--- src/rtl/ex_stage_if.sv ---
// ID/EX operand/control bundle, write-back bypass inputs and EX/MEM register outputs.
// master drives the ID/EX side and observes EX/MEM; slave is the execute stage itself.
interface ex_stage_if;
    localparam int unsigned DW = 8;
    localparam int unsigned RW = 3;

    logic          enb;
    logic          flush;
    logic [DW-1:0] r1;
    logic [DW-1:0] r2;
    logic [DW-1:0] const_disp;
    logic [2:0]    sc;
    logic [RW-1:0] dest;
    logic [RW-1:0] r1Address;
    logic [RW-1:0] r2Address;
    logic [3:0]    aluFunction;
    logic          AluInputBSel;
    logic          DMMemWrite;
    logic          regWrite;
    logic          regWriteDataSel;
    logic          Zenb;
    logic          Cenb;
    logic          wb_regWrite;
    logic [RW-1:0] wb_dest;
    logic [DW-1:0] wb_data;

    logic [DW-1:0] mem_aluResult;
    logic [DW-1:0] mem_storeData;
    logic [RW-1:0] mem_dest;
    logic          mem_DMMemWrite;
    logic          mem_regWrite;
    logic          mem_regWriteDataSel;
    logic          zFlag;
    logic          cFlag;

    modport master (
        output enb, flush, r1, r2, const_disp, sc, dest, r1Address, r2Address,
               aluFunction, AluInputBSel, DMMemWrite, regWrite, regWriteDataSel,
               Zenb, Cenb, wb_regWrite, wb_dest, wb_data,
        input  mem_aluResult, mem_storeData, mem_dest, mem_DMMemWrite,
               mem_regWrite, mem_regWriteDataSel, zFlag, cFlag
    );

    modport slave (
        input  enb, flush, r1, r2, const_disp, sc, dest, r1Address, r2Address,
               aluFunction, AluInputBSel, DMMemWrite, regWrite, regWriteDataSel,
               Zenb, Cenb, wb_regWrite, wb_dest, wb_data,
        output mem_aluResult, mem_storeData, mem_dest, mem_DMMemWrite,
               mem_regWrite, mem_regWriteDataSel, zFlag, cFlag
    );
endinterface

--- src/rtl/ex_stage.sv ---
// Execute stage: operand forwarding, 8-bit ALU with Z/C flags, and the EX/MEM pipeline register.
// Flags live here so ADC/SBC see the previous instruction's carry one cycle later.
module ex_stage (
    input  logic        clk,
    input  logic        rst,
    ex_stage_if.slave   bus
);
    localparam int unsigned DW = 8;
    localparam int unsigned RW = 3;

    localparam logic [3:0] OP_ADD = 4'h0;
    localparam logic [3:0] OP_ADC = 4'h1;
    localparam logic [3:0] OP_SUB = 4'h2;
    localparam logic [3:0] OP_SBC = 4'h3;
    localparam logic [3:0] OP_AND = 4'h4;
    localparam logic [3:0] OP_OR  = 4'h5;
    localparam logic [3:0] OP_XOR = 4'h6;
    localparam logic [3:0] OP_ANN = 4'h7;
    localparam logic [3:0] OP_SHL = 4'h8;
    localparam logic [3:0] OP_SHR = 4'h9;
    localparam logic [3:0] OP_ROL = 4'hA;
    localparam logic [3:0] OP_ROR = 4'hB;
    localparam logic [3:0] OP_PSB = 4'hC;

    logic [DW-1:0]   res_q;
    logic [DW-1:0]   store_q;
    logic [RW-1:0]   dest_q;
    logic            dm_q;
    logic            rw_q;
    logic            sel_q;
    logic            z_q;
    logic            c_q;

    logic            mem_fwd_ok;
    logic [DW-1:0]   fwd_a;
    logic [DW-1:0]   fwd_r2;
    logic [DW-1:0]   alu_b;
    logic [DW-1:0]   result;
    logic            cout;
    logic            has_cout;
    logic [DW:0]     sum;
    logic [2*DW-1:0] sh;

    // Loads in EX/MEM have no data yet, so they are never a bypass source.
    assign mem_fwd_ok = rw_q & ~sel_q;

    always_comb begin
        fwd_a = bus.r1;
        if (mem_fwd_ok && (dest_q == bus.r1Address)) begin
            fwd_a = res_q;
        end else if (bus.wb_regWrite && (bus.wb_dest == bus.r1Address)) begin
            fwd_a = bus.wb_data;
        end
    end

    always_comb begin
        fwd_r2 = bus.r2;
        if (mem_fwd_ok && (dest_q == bus.r2Address)) begin
            fwd_r2 = res_q;
        end else if (bus.wb_regWrite && (bus.wb_dest == bus.r2Address)) begin
            fwd_r2 = bus.wb_data;
        end
    end

    assign alu_b = bus.AluInputBSel ? bus.const_disp : fwd_r2;

    // Subtraction borrow falls out as bit 8 of the 9-bit wrapped difference.
    always_comb begin
        result   = fwd_a;
        cout     = 1'b0;
        has_cout = 1'b0;
        sum      = '0;
        sh       = '0;
        case (bus.aluFunction)
            OP_ADD: begin
                sum      = {1'b0, fwd_a} + {1'b0, alu_b};
                result   = sum[DW-1:0];
                cout     = sum[DW];
                has_cout = 1'b1;
            end
            OP_ADC: begin
                sum      = {1'b0, fwd_a} + {1'b0, alu_b} + (DW+1)'(c_q);
                result   = sum[DW-1:0];
                cout     = sum[DW];
                has_cout = 1'b1;
            end
            OP_SUB: begin
                sum      = {1'b0, fwd_a} - {1'b0, alu_b};
                result   = sum[DW-1:0];
                cout     = sum[DW];
                has_cout = 1'b1;
            end
            OP_SBC: begin
                sum      = {1'b0, fwd_a} - {1'b0, alu_b} - (DW+1)'(c_q);
                result   = sum[DW-1:0];
                cout     = sum[DW];
                has_cout = 1'b1;
            end
            OP_AND: result = fwd_a & alu_b;
            OP_OR:  result = fwd_a | alu_b;
            OP_XOR: result = fwd_a ^ alu_b;
            OP_ANN: result = fwd_a & ~alu_b;
            OP_SHL: begin
                sh       = {{DW{1'b0}}, fwd_a} << bus.sc;
                result   = sh[DW-1:0];
                cout     = sh[DW];
                has_cout = (bus.sc != 3'd0);
            end
            OP_SHR: begin
                sh       = {fwd_a, {DW{1'b0}}} >> bus.sc;
                result   = sh[2*DW-1:DW];
                cout     = sh[DW-1];
                has_cout = (bus.sc != 3'd0);
            end
            OP_ROL: begin
                sh     = {fwd_a, fwd_a} << bus.sc;
                result = sh[2*DW-1:DW];
            end
            OP_ROR: begin
                sh     = {fwd_a, fwd_a} >> bus.sc;
                result = sh[DW-1:0];
            end
            OP_PSB:  result = alu_b;
            default: result = fwd_a;
        endcase
    end

    // Flush wins over enable and only kills the side-effecting controls.
    always_ff @(posedge clk or posedge rst) begin
        if (rst) begin
            res_q   <= '0;
            store_q <= '0;
            dest_q  <= '0;
            dm_q    <= 1'b0;
            rw_q    <= 1'b0;
            sel_q   <= 1'b0;
            z_q     <= 1'b0;
            c_q     <= 1'b0;
        end else if (bus.flush) begin
            rw_q <= 1'b0;
            dm_q <= 1'b0;
        end else if (bus.enb) begin
            res_q   <= result;
            store_q <= fwd_r2;
            dest_q  <= bus.dest;
            dm_q    <= bus.DMMemWrite;
            rw_q    <= bus.regWrite;
            sel_q   <= bus.regWriteDataSel;
            if (bus.Zenb) begin
                z_q <= (result == '0);
            end
            if (bus.Cenb && has_cout) begin
                c_q <= cout;
            end
        end
    end

    assign bus.mem_aluResult       = res_q;
    assign bus.mem_storeData       = store_q;
    assign bus.mem_dest            = dest_q;
    assign bus.mem_DMMemWrite      = dm_q;
    assign bus.mem_regWrite        = rw_q;
    assign bus.mem_regWriteDataSel = sel_q;
    assign bus.zFlag               = z_q;
    assign bus.cFlag               = c_q;
endmodule

--- src/flat_wrapper.sv ---
// flat-port wrapper written by rule: the top's interface ports become plain ports
module ex_stage_flat 
  (clk, rst, bus_enb, bus_flush, bus_r1, bus_r2, bus_const_disp, bus_sc, bus_dest, bus_r1Address, bus_r2Address, bus_aluFunction, bus_AluInputBSel, bus_DMMemWrite, bus_regWrite, bus_regWriteDataSel, bus_Zenb, bus_Cenb, bus_wb_regWrite, bus_wb_dest, bus_wb_data, bus_mem_aluResult, bus_mem_storeData, bus_mem_dest, bus_mem_DMMemWrite, bus_mem_regWrite, bus_mem_regWriteDataSel, bus_zFlag, bus_cFlag);
  ex_stage_if bus_i ();
  input  logic clk;
  input  logic rst;
  input wire logic [$bits(bus_i.enb)-1:0] bus_enb;
  input wire logic [$bits(bus_i.flush)-1:0] bus_flush;
  input wire logic [$bits(bus_i.r1)-1:0] bus_r1;
  input wire logic [$bits(bus_i.r2)-1:0] bus_r2;
  input wire logic [$bits(bus_i.const_disp)-1:0] bus_const_disp;
  input wire logic [$bits(bus_i.sc)-1:0] bus_sc;
  input wire logic [$bits(bus_i.dest)-1:0] bus_dest;
  input wire logic [$bits(bus_i.r1Address)-1:0] bus_r1Address;
  input wire logic [$bits(bus_i.r2Address)-1:0] bus_r2Address;
  input wire logic [$bits(bus_i.aluFunction)-1:0] bus_aluFunction;
  input wire logic [$bits(bus_i.AluInputBSel)-1:0] bus_AluInputBSel;
  input wire logic [$bits(bus_i.DMMemWrite)-1:0] bus_DMMemWrite;
  input wire logic [$bits(bus_i.regWrite)-1:0] bus_regWrite;
  input wire logic [$bits(bus_i.regWriteDataSel)-1:0] bus_regWriteDataSel;
  input wire logic [$bits(bus_i.Zenb)-1:0] bus_Zenb;
  input wire logic [$bits(bus_i.Cenb)-1:0] bus_Cenb;
  input wire logic [$bits(bus_i.wb_regWrite)-1:0] bus_wb_regWrite;
  input wire logic [$bits(bus_i.wb_dest)-1:0] bus_wb_dest;
  input wire logic [$bits(bus_i.wb_data)-1:0] bus_wb_data;
  output wire logic [$bits(bus_i.mem_aluResult)-1:0] bus_mem_aluResult;
  output wire logic [$bits(bus_i.mem_storeData)-1:0] bus_mem_storeData;
  output wire logic [$bits(bus_i.mem_dest)-1:0] bus_mem_dest;
  output wire logic [$bits(bus_i.mem_DMMemWrite)-1:0] bus_mem_DMMemWrite;
  output wire logic [$bits(bus_i.mem_regWrite)-1:0] bus_mem_regWrite;
  output wire logic [$bits(bus_i.mem_regWriteDataSel)-1:0] bus_mem_regWriteDataSel;
  output wire logic [$bits(bus_i.zFlag)-1:0] bus_zFlag;
  output wire logic [$bits(bus_i.cFlag)-1:0] bus_cFlag;
  assign bus_i.enb = bus_enb;
  assign bus_i.flush = bus_flush;
  assign bus_i.r1 = bus_r1;
  assign bus_i.r2 = bus_r2;
  assign bus_i.const_disp = bus_const_disp;
  assign bus_i.sc = bus_sc;
  assign bus_i.dest = bus_dest;
  assign bus_i.r1Address = bus_r1Address;
  assign bus_i.r2Address = bus_r2Address;
  assign bus_i.aluFunction = bus_aluFunction;
  assign bus_i.AluInputBSel = bus_AluInputBSel;
  assign bus_i.DMMemWrite = bus_DMMemWrite;
  assign bus_i.regWrite = bus_regWrite;
  assign bus_i.regWriteDataSel = bus_regWriteDataSel;
  assign bus_i.Zenb = bus_Zenb;
  assign bus_i.Cenb = bus_Cenb;
  assign bus_i.wb_regWrite = bus_wb_regWrite;
  assign bus_i.wb_dest = bus_wb_dest;
  assign bus_i.wb_data = bus_wb_data;
  assign bus_mem_aluResult = bus_i.mem_aluResult;
  assign bus_mem_storeData = bus_i.mem_storeData;
  assign bus_mem_dest = bus_i.mem_dest;
  assign bus_mem_DMMemWrite = bus_i.mem_DMMemWrite;
  assign bus_mem_regWrite = bus_i.mem_regWrite;
  assign bus_mem_regWriteDataSel = bus_i.mem_regWriteDataSel;
  assign bus_zFlag = bus_i.zFlag;
  assign bus_cFlag = bus_i.cFlag;
  ex_stage u_core (.clk(clk), .rst(rst), .bus(bus_i));
endmodule
--- config.mk ---
export PLATFORM = sky130hd
export DESIGN_NAME = ex_stage_flat
export DESIGN_NICKNAME = d
export VERILOG_FILES = /design/src/rtl/ex_stage_if.sv /design/src/rtl/ex_stage.sv /design/src/flat_wrapper.sv
export SDC_FILE = /design/constraint.sdc
export NUM_CORES = 1
export LEC_CHECK = 0
export BUFFER_PORTS_ARGS = -buffer_cell sky130_fd_sc_hd__buf_2
export CAP_MARGIN = 20
export CORE_AREA = 2 2 102 104
export DETAILED_ROUTE_END_ITERATION = 16
export DIE_AREA = 0 0 104 106
export GPL_TIMING_DRIVEN = 1
export PLACE_DENSITY_LB_ADDON = 0.15
export SLEW_MARGIN = 25
export SYNTH_ARGS = -nofsm -noshare
export SYNTH_HDL_FRONTEND = slang
export SYNTH_SLANG_ARGS = --single-unit
--- constraint.sdc ---
create_clock -name clk -period 6.2 [get_ports clk]
set_clock_uncertainty 0.2 [all_clocks]
set_input_delay 1.24 -clock clk [delete_from_list [all_inputs] [get_ports clk]]
set_output_delay 1.24 -clock clk [all_outputs]
set_load 0.005 [all_outputs]
==> flow_metrics.tcl, run 1 <==
set metrics [dict create \
    cts_made_buffers 3 \
    clk_pin_slew_ns 0.09 \
    postSynthCellCount 746 \
    floorplan.initialDensity 0.507 \
    fp.dieH_um 106 \
    io_pins 86 \
    syn2layout_area_growth_pct 17.0 \
    ys_top_cells_by_area "dfrtp_1 12%, ha_1 6.9%, nor2_1 6.9%" \
    drt-total-wl_mm 23.1 \
    rows 37 \
    grt_util_all_layers 0.401 \
    io_buffer_count 85 \
    vias_per_cell 6.94 \
    drv_slew 0 \
    dp_hpwl_mm 17.6 \
    wl_per_cell_um 23.8 \
    yosys.area.top_type "dfrtp_1" \
    arrival_ns 6.10 \
    core_um2 10000 \
    max_clock_freq_mhz 164 \
    syn_area_um2 5070 \
    yosysSeqAreaShare 0.118 \
    synth_async_sr_flop_share 1.00 \
    final-hold-violation-count 0 \
    postRouteAntennaNets 0 \
    die_w_um 104 \
    crit_path_end_kind "flip-flop" \
    diodes 0 \
    ctsHoldBuffers 0 \
    grt_max_degree 43 \
    critPathRequiredTime_ns 6.22 \
    antenna_found_initial 0 \
    drive_above_1_share 0.218 \
    maxCapViolCount 0 \
    final.setup.tns_ns 0 \
    drc 0 \
    drtIter0Drc 1040 \
    grt_pass1_vias 6145 \
    hp-class "reg2reg" \
    die-area_um2 11000 \
    grt_pass1_wl_mm 34.7 \
    path_max_fanout 8 \
    synth_nets 838 \
    grt_overflow_total 0 \
    synth_seq_cells 24 \
    synth_flop_cell "dfrtp_1" \
    final_cell_mix "92 x nand2_1, 92 x nor2_1, 85 x buf_2" \
    max_slew_margin 0.362 \
    setup_ws_ns 0.117 \
    cts_tree "built" \
    total_leakage_power_nw 2.48 \
    yosysWarnings 0 \
    setup_viol 0 \
    h-tree-depth 1 \
    vias 6730 \
    start_kind "input port" \
    postSynthAreaPerCell_um2 6.79 \
    fin_nets 927 \
    place_ws_ns -0.217 \
    gp_congestion 1.10 \
    irDropWorstVdd_v 0.000141 \
    first_pass_iters 7 \
    cts_sinks 24 \
    synth-edff-count 0 \
    insertion_delay_ns 0.28 \
    status "complete, no violations" \
    critical_path_class "in2reg" \
    power_density_nw_per_um2 176 \
    period_minus_slack_ns 6.08 \
    synth_top_area_frac 0.118 \
    cts_buffer_depth 2 \
    cts_root_buf "clkbuf_8" \
    yosysUniqueCellTypes 78 \
    worstMarginPinSlew_ns 0.953 \
    min_period_over_period 0.981 \
]
-- kinds of logic (layout without fill, tap and decap cells) --
family,after synthesis,count (layout),share of synthesized area
AOI/OAI and AO/OA,218,218,0.320
xor gates and xnor gates,33,33,0.0597
adders and majority gates,30,30,0.0770
buffers and inverters,77,165,0.0602
DFF,24,24,0.118
muxes,13,13,0.0262
and+or+nand+nor,351,351,0.338
-- cell usage after synthesis (3+ instances only) --
cell,instances
or4_1,4
a21oi_1,26
dfrtp_1,24
nor4b_1,3
o31ai_1,18
a2111oi_0,5
a211oi_1,8
o32ai_1,7
o21ai_0,50
nand2_1,92
nor2_2,3
mux2i_1,11
and2_1,3
or2_2,8
nor2b_1,20
nor4_1,27
nand3_1,24
o221ai_1,3
a211oi_2,3
o22ai_1,6
a211o_1,3
a31oi_1,10
a21o_1,3
a221o_1,4
or3_1,6
xnor2_1,18
a2bb2oi_1,3
o2111ai_1,4
nor3_1,35
clkbuf_1,41
nor2_1,93
inv_1,26
xor2_1,14
a22oi_1,11
ha_1,28
buf_1,3
o211ai_1,11
nand4_1,7
a221oi_1,9
nand2b_1,10
a32oi_1,3
a211oi_4,5
-- sequential cells by signal, summed over array words and instances (netlist names) --
| signal | count |
|---|---|
| u_core.bus.mem_aluResult | 8 |
| u_core.bus.mem_storeData | 8 |
| u_core.bus.mem_dest | 3 |
| u_core.bus.cFlag | 1 |
| u_core.bus.mem_DMMemWrite | 1 |
| u_core.bus.mem_regWrite | 1 |
| u_core.bus.mem_regWriteDataSel | 1 |
| u_core.bus.zFlag | 1 |
-- final timing paths --
path                                        startpoint                          end  slack, ns  depth (start not counted)
max                                   bus_r1Address[0]             u_core.bus.zFlag       0.12                         21
min                        u_core.bus.mem_storeData[7]  u_core.bus.mem_storeData[7]       0.29                          2
max reg2reg                    u_core.bus.mem_regWrite             u_core.bus.zFlag       0.79                         20
min reg2reg                u_core.bus.mem_storeData[7]  u_core.bus.mem_storeData[7]       0.29                          2
max in group asynchronous                          rst  u_core.bus.mem_aluResult[2]       4.55                          2
min in group asynchronous                          rst    u_core.bus.mem_DMMemWrite       0.83                          2
-- timing repair --
| action | in CTS | in global routing |
|---|---|---|
| endpoints found under the hold margin | 0 | 0 |
| setup endpoints to repair | 0 | 3 |
| buffers inserted | 0 | 1 |
| resized for setup | 0 | 9 |
-- final cells by class --
type	count	area [um2]
clock buffers	3	41.3
clock inverters	1	30.0
fillers	954	4070
inverters	30	113
multi-input cells	645	4200
flip-flops and latches	24	601
well taps	136	170
repair buffers	131	771
-- per-stage QoR --
stage / utilization / power [mW] / hold slack (ns) / area [um2] / instances
global route: 0.593 / 1.10 / 0.330 / 5930 / 970
finish: 0.593 / 1.05 / 0.294 / 5930 / 970
floorplan: - / 0.621 / 0.273 / 5070 / 746
global placement: 0.581 / 0.858 / 0.261 / 5810 / 965
CTS: 0.588 / 1.01 / 0.298 / 5880 / 969
detailed placement: 0.581 / 0.868 / 0.270 / 5810 / 965
-- report_power, final --
part	switching (mW)	internal (mW)	total, mW
sequential	0.0402	0.181	0.221
combinational	0.419	0.264	0.683
clock	0.0556	0.0865	0.142
total	0.514	0.532	1.05
-- critical path, stage by stage --
cell,delay (ns)
buf_2,0.11
xor2_1,0.17
buf_4,0.16
nor4_1,0.53
a211oi_4,0.07
nor2_2,0.45
ha_1,0.29
inv_1,0.07
fa_1,0.50
inv_1,0.07
ha_1,0.28
nor2b_1,0.12
o21ai_0,0.17
a221o_1,0.23
o41ai_1,0.10
a221oi_1,0.25
o211ai_1,0.21
nor4_2,0.47
nand3_1,0.14
nor4_1,0.27
a32o_2,0.21
-- routing by layer --
layer	track usage	routed length [um]	up-vias
li1	-	-	2963
met1	0.517	8980	3084
met2	0.669	10300	592
met3	0.0797	2870	91
met4	0.142	926	0
met5	0	0	-
Power figures use the tool's default switching activity.
==> run 2: changes to the inputs <==
Settings changed: CORE_AREA 2 2 102 104 to 2 2 105 107, DIE_AREA 0 0 104 106 to 0 0 107 109.
==> flow_metrics.tcl, run 2 (same netlist as run 1, synthesis figures left out) <==
set metrics [dict create \
    status "complete, no violations" \
    irDropWorstVdd_v 0.000181 \
    critical_path_class "in2reg" \
    arrival_ns 5.95 \
    wl_per_cell_um 24.4 \
    p_sw_uw 510 \
    crit_slowest_cell "xor2_1" \
    diodes 0 \
    path_max_fanout 9 \
    die-area_um2 11700 \
    placed_cell_area_um2 5800 \
    postRouteAntennaNets 0 \
    internal_power_uw 499 \
    seq_power_share 0.218 \
    finalNonFillerCells 971 \
    cp_cell_sequence "buf_2 > xor2_1 > or4b_1 > buf_4 > a211oi_2 > nor2_1 > ha_1 > buf_4 > nand2b_1 > a211o_1 > mux2i_1 > a2111oi_0 > buf_4 > nor3_1 > xor2_1 > a22oi_1 > a21oi_2 > nor4_1 > a32o_2" \
    dp_hpwl_mm 18.5 \
    power_density_nw_per_um2 172 \
    min_period_over_period 0.957 \
    cts_sinks 24 \
    cpMostUsedCell "buf_4" \
    grt_setup_unrepaired "false" \
    final_cell_mix "93 x nor2_1, 92 x nand2_1, 85 x buf_2" \
    drv_slew 0 \
    h-tree-depth 1 \
    start_kind "input port" \
    hold_path_depth 2 \
    cp_num_buf_inv 4 \
    setup_viol 0 \
    power.total_mw 1.01 \
    vias_per_cell 6.87 \
    rows 38 \
    grt_overflow_total 0 \
    grt_pass1_vias 6265 \
    syn2layout_area_growth_pct 16.1 \
    max_clock_freq_mhz 168 \
    hp-class "reg2reg" \
    drt-total-wl_mm 23.7 \
    maxCapViolCount 0 \
    layout_commonest_cell "nor2_1" \
    core_um2 10600 \
    cts_made_buffers 3 \
    r2r-end "u_core.bus.zFlag" \
    combPwrFrac 0.674 \
    rr_worst_depth 17 \
    critical-path-top-delay-family "compound AO/OA/AOI/OAI gates" \
    ctsHoldBuffers 0 \
    min_from "u_core.bus.mem_storeData[3]" \
    antenna_found_initial 0 \
    floorplan.initialDensity 0.478 \
    vias 6668 \
    insertion_delay_ns 0.27 \
    die_w_um 107 \
    total_leakage_power_nw 2.46 \
    clock_power_share 0.108 \
    worstMarginPinSlew_ns 0.994 \
    critPathRequiredTime_ns 6.22 \
    cp_slowest_stage_delay_ns 0.54 \
    gp_congestion 1.03 \
    period_minus_slack_ns 5.94 \
    drive_above_1_share 0.211 \
    drtIter0Drc 1033 \
    cts_buffer_depth 2 \
    crit_path_end_kind "flip-flop" \
    first_pass_iters 8 \
    fin_nets 924 \
    io_buffer_count 85 \
    cts_root_buf "clkbuf_8" \
    fp.dieH_um 109 \
    drc 0 \
    dpl.cell_count 967 \
    grt_util_all_layers 0.403 \
    grt_pass1_wl_mm 36.0 \
    min_to "u_core.bus.mem_storeData[3]" \
    grt_max_degree 43 \
    swShare 0.506 \
    cts_tree "built" \
    r2r_start "u_core.bus.mem_regWriteDataSel" \
    postLayoutCellArea_um2 5880 \
    regToRegSetupSlack_ns 0.87 \
    io_pins 86 \
    final-hold-violation-count 0 \
    max_slew_margin 0.331 \
    clk_pin_slew_ns 0.09 \
]
-- run 2: area by class of cell --
type / count / area [um2]
Fill cell: 1000 / 4720
Multi-Input combinational cell: 645 / 4190
Timing Repair Buffer: 128 / 748
Sequential cell: 24 / 601
Tap cell: 140 / 175
Inverter: 30 / 113
Clock buffer: 4 / 55.1
-- run 2: power groups by stage --
stage          combinational (mW)  clock, mW  sequential [mW]
2_1_floorplan               0.412          0            0.209
3_3_place_gp                0.637          0            0.219
3_5_place_dp                0.646          0            0.221
4_1_cts                     0.649      0.108            0.218
5_1_grt                     0.727      0.114            0.222
6_report                    0.680      0.109            0.220
-- run 2: repair_timing --
item / 4_1_cts / 5_1_grt
setup buffers: 0 / 0
endpoints found under the setup margin: 0 / 2
gates resized for setup: 0 / 6
-- run 2: worst max path at each step --
stage                      from               end  slack [ns]  depth (start not counted)
6_report         bus_wb_dest[2]  u_core.bus.zFlag        0.26                         19
5_1_grt        bus_r1Address[2]  u_core.bus.zFlag        0.03                         17
4_1_cts        bus_r2Address[1]  u_core.bus.zFlag        0.14                         17
3_5_place_dp   bus_r2Address[1]  u_core.bus.zFlag       -0.14                         17
3_3_place_gp   bus_r2Address[1]  u_core.bus.zFlag       -0.11                         17
2_1_floorplan  bus_r1Address[1]  u_core.bus.zFlag        0.47                         16
-- run 2: worst register-to-register path, cell delays in order (launching register included) --
cell	delay, ns
dfrtp_1	0.41
nor2b_1	0.38
and4_1	0.32
a221oi_2	0.06
o31ai_1	0.68
ha_1	0.31
inv_1	0.06
fa_1	0.43
xnor2_1	0.37
nand3_1	0.19
or3_1	0.38
nor4b_1	0.33
nor3_1	0.11
xnor2_1	0.22
nand2_1	0.11
a31oi_2	0.31
nor2_1	0.07
a32o_2	0.27
-- run 2: metrics by stage --
stage | utilization | worst slack, ns | hold WS, ns | TNS (ns)
finish | 0.555 | 0.264 | 0.284 | 0
global route | 0.555 | 0.0254 | 0.322 | 0
CTS | 0.552 | 0.140 | 0.287 | 0
detailed placement | 0.547 | -0.145 | 0.266 | -0.145
global placement | 0.547 | -0.107 | 0.261 | -0.107
floorplan | - | 0.473 | 0.273 | 0
-- run 2: per-layer routing --
layer  share of wire  GRT usage  up-vias
met5               0          0        -
met4           0.041      0.154        0
met3            0.12     0.0669       85
met2            0.45      0.662      554
met1            0.38      0.531     3079
li1                -          -     2950
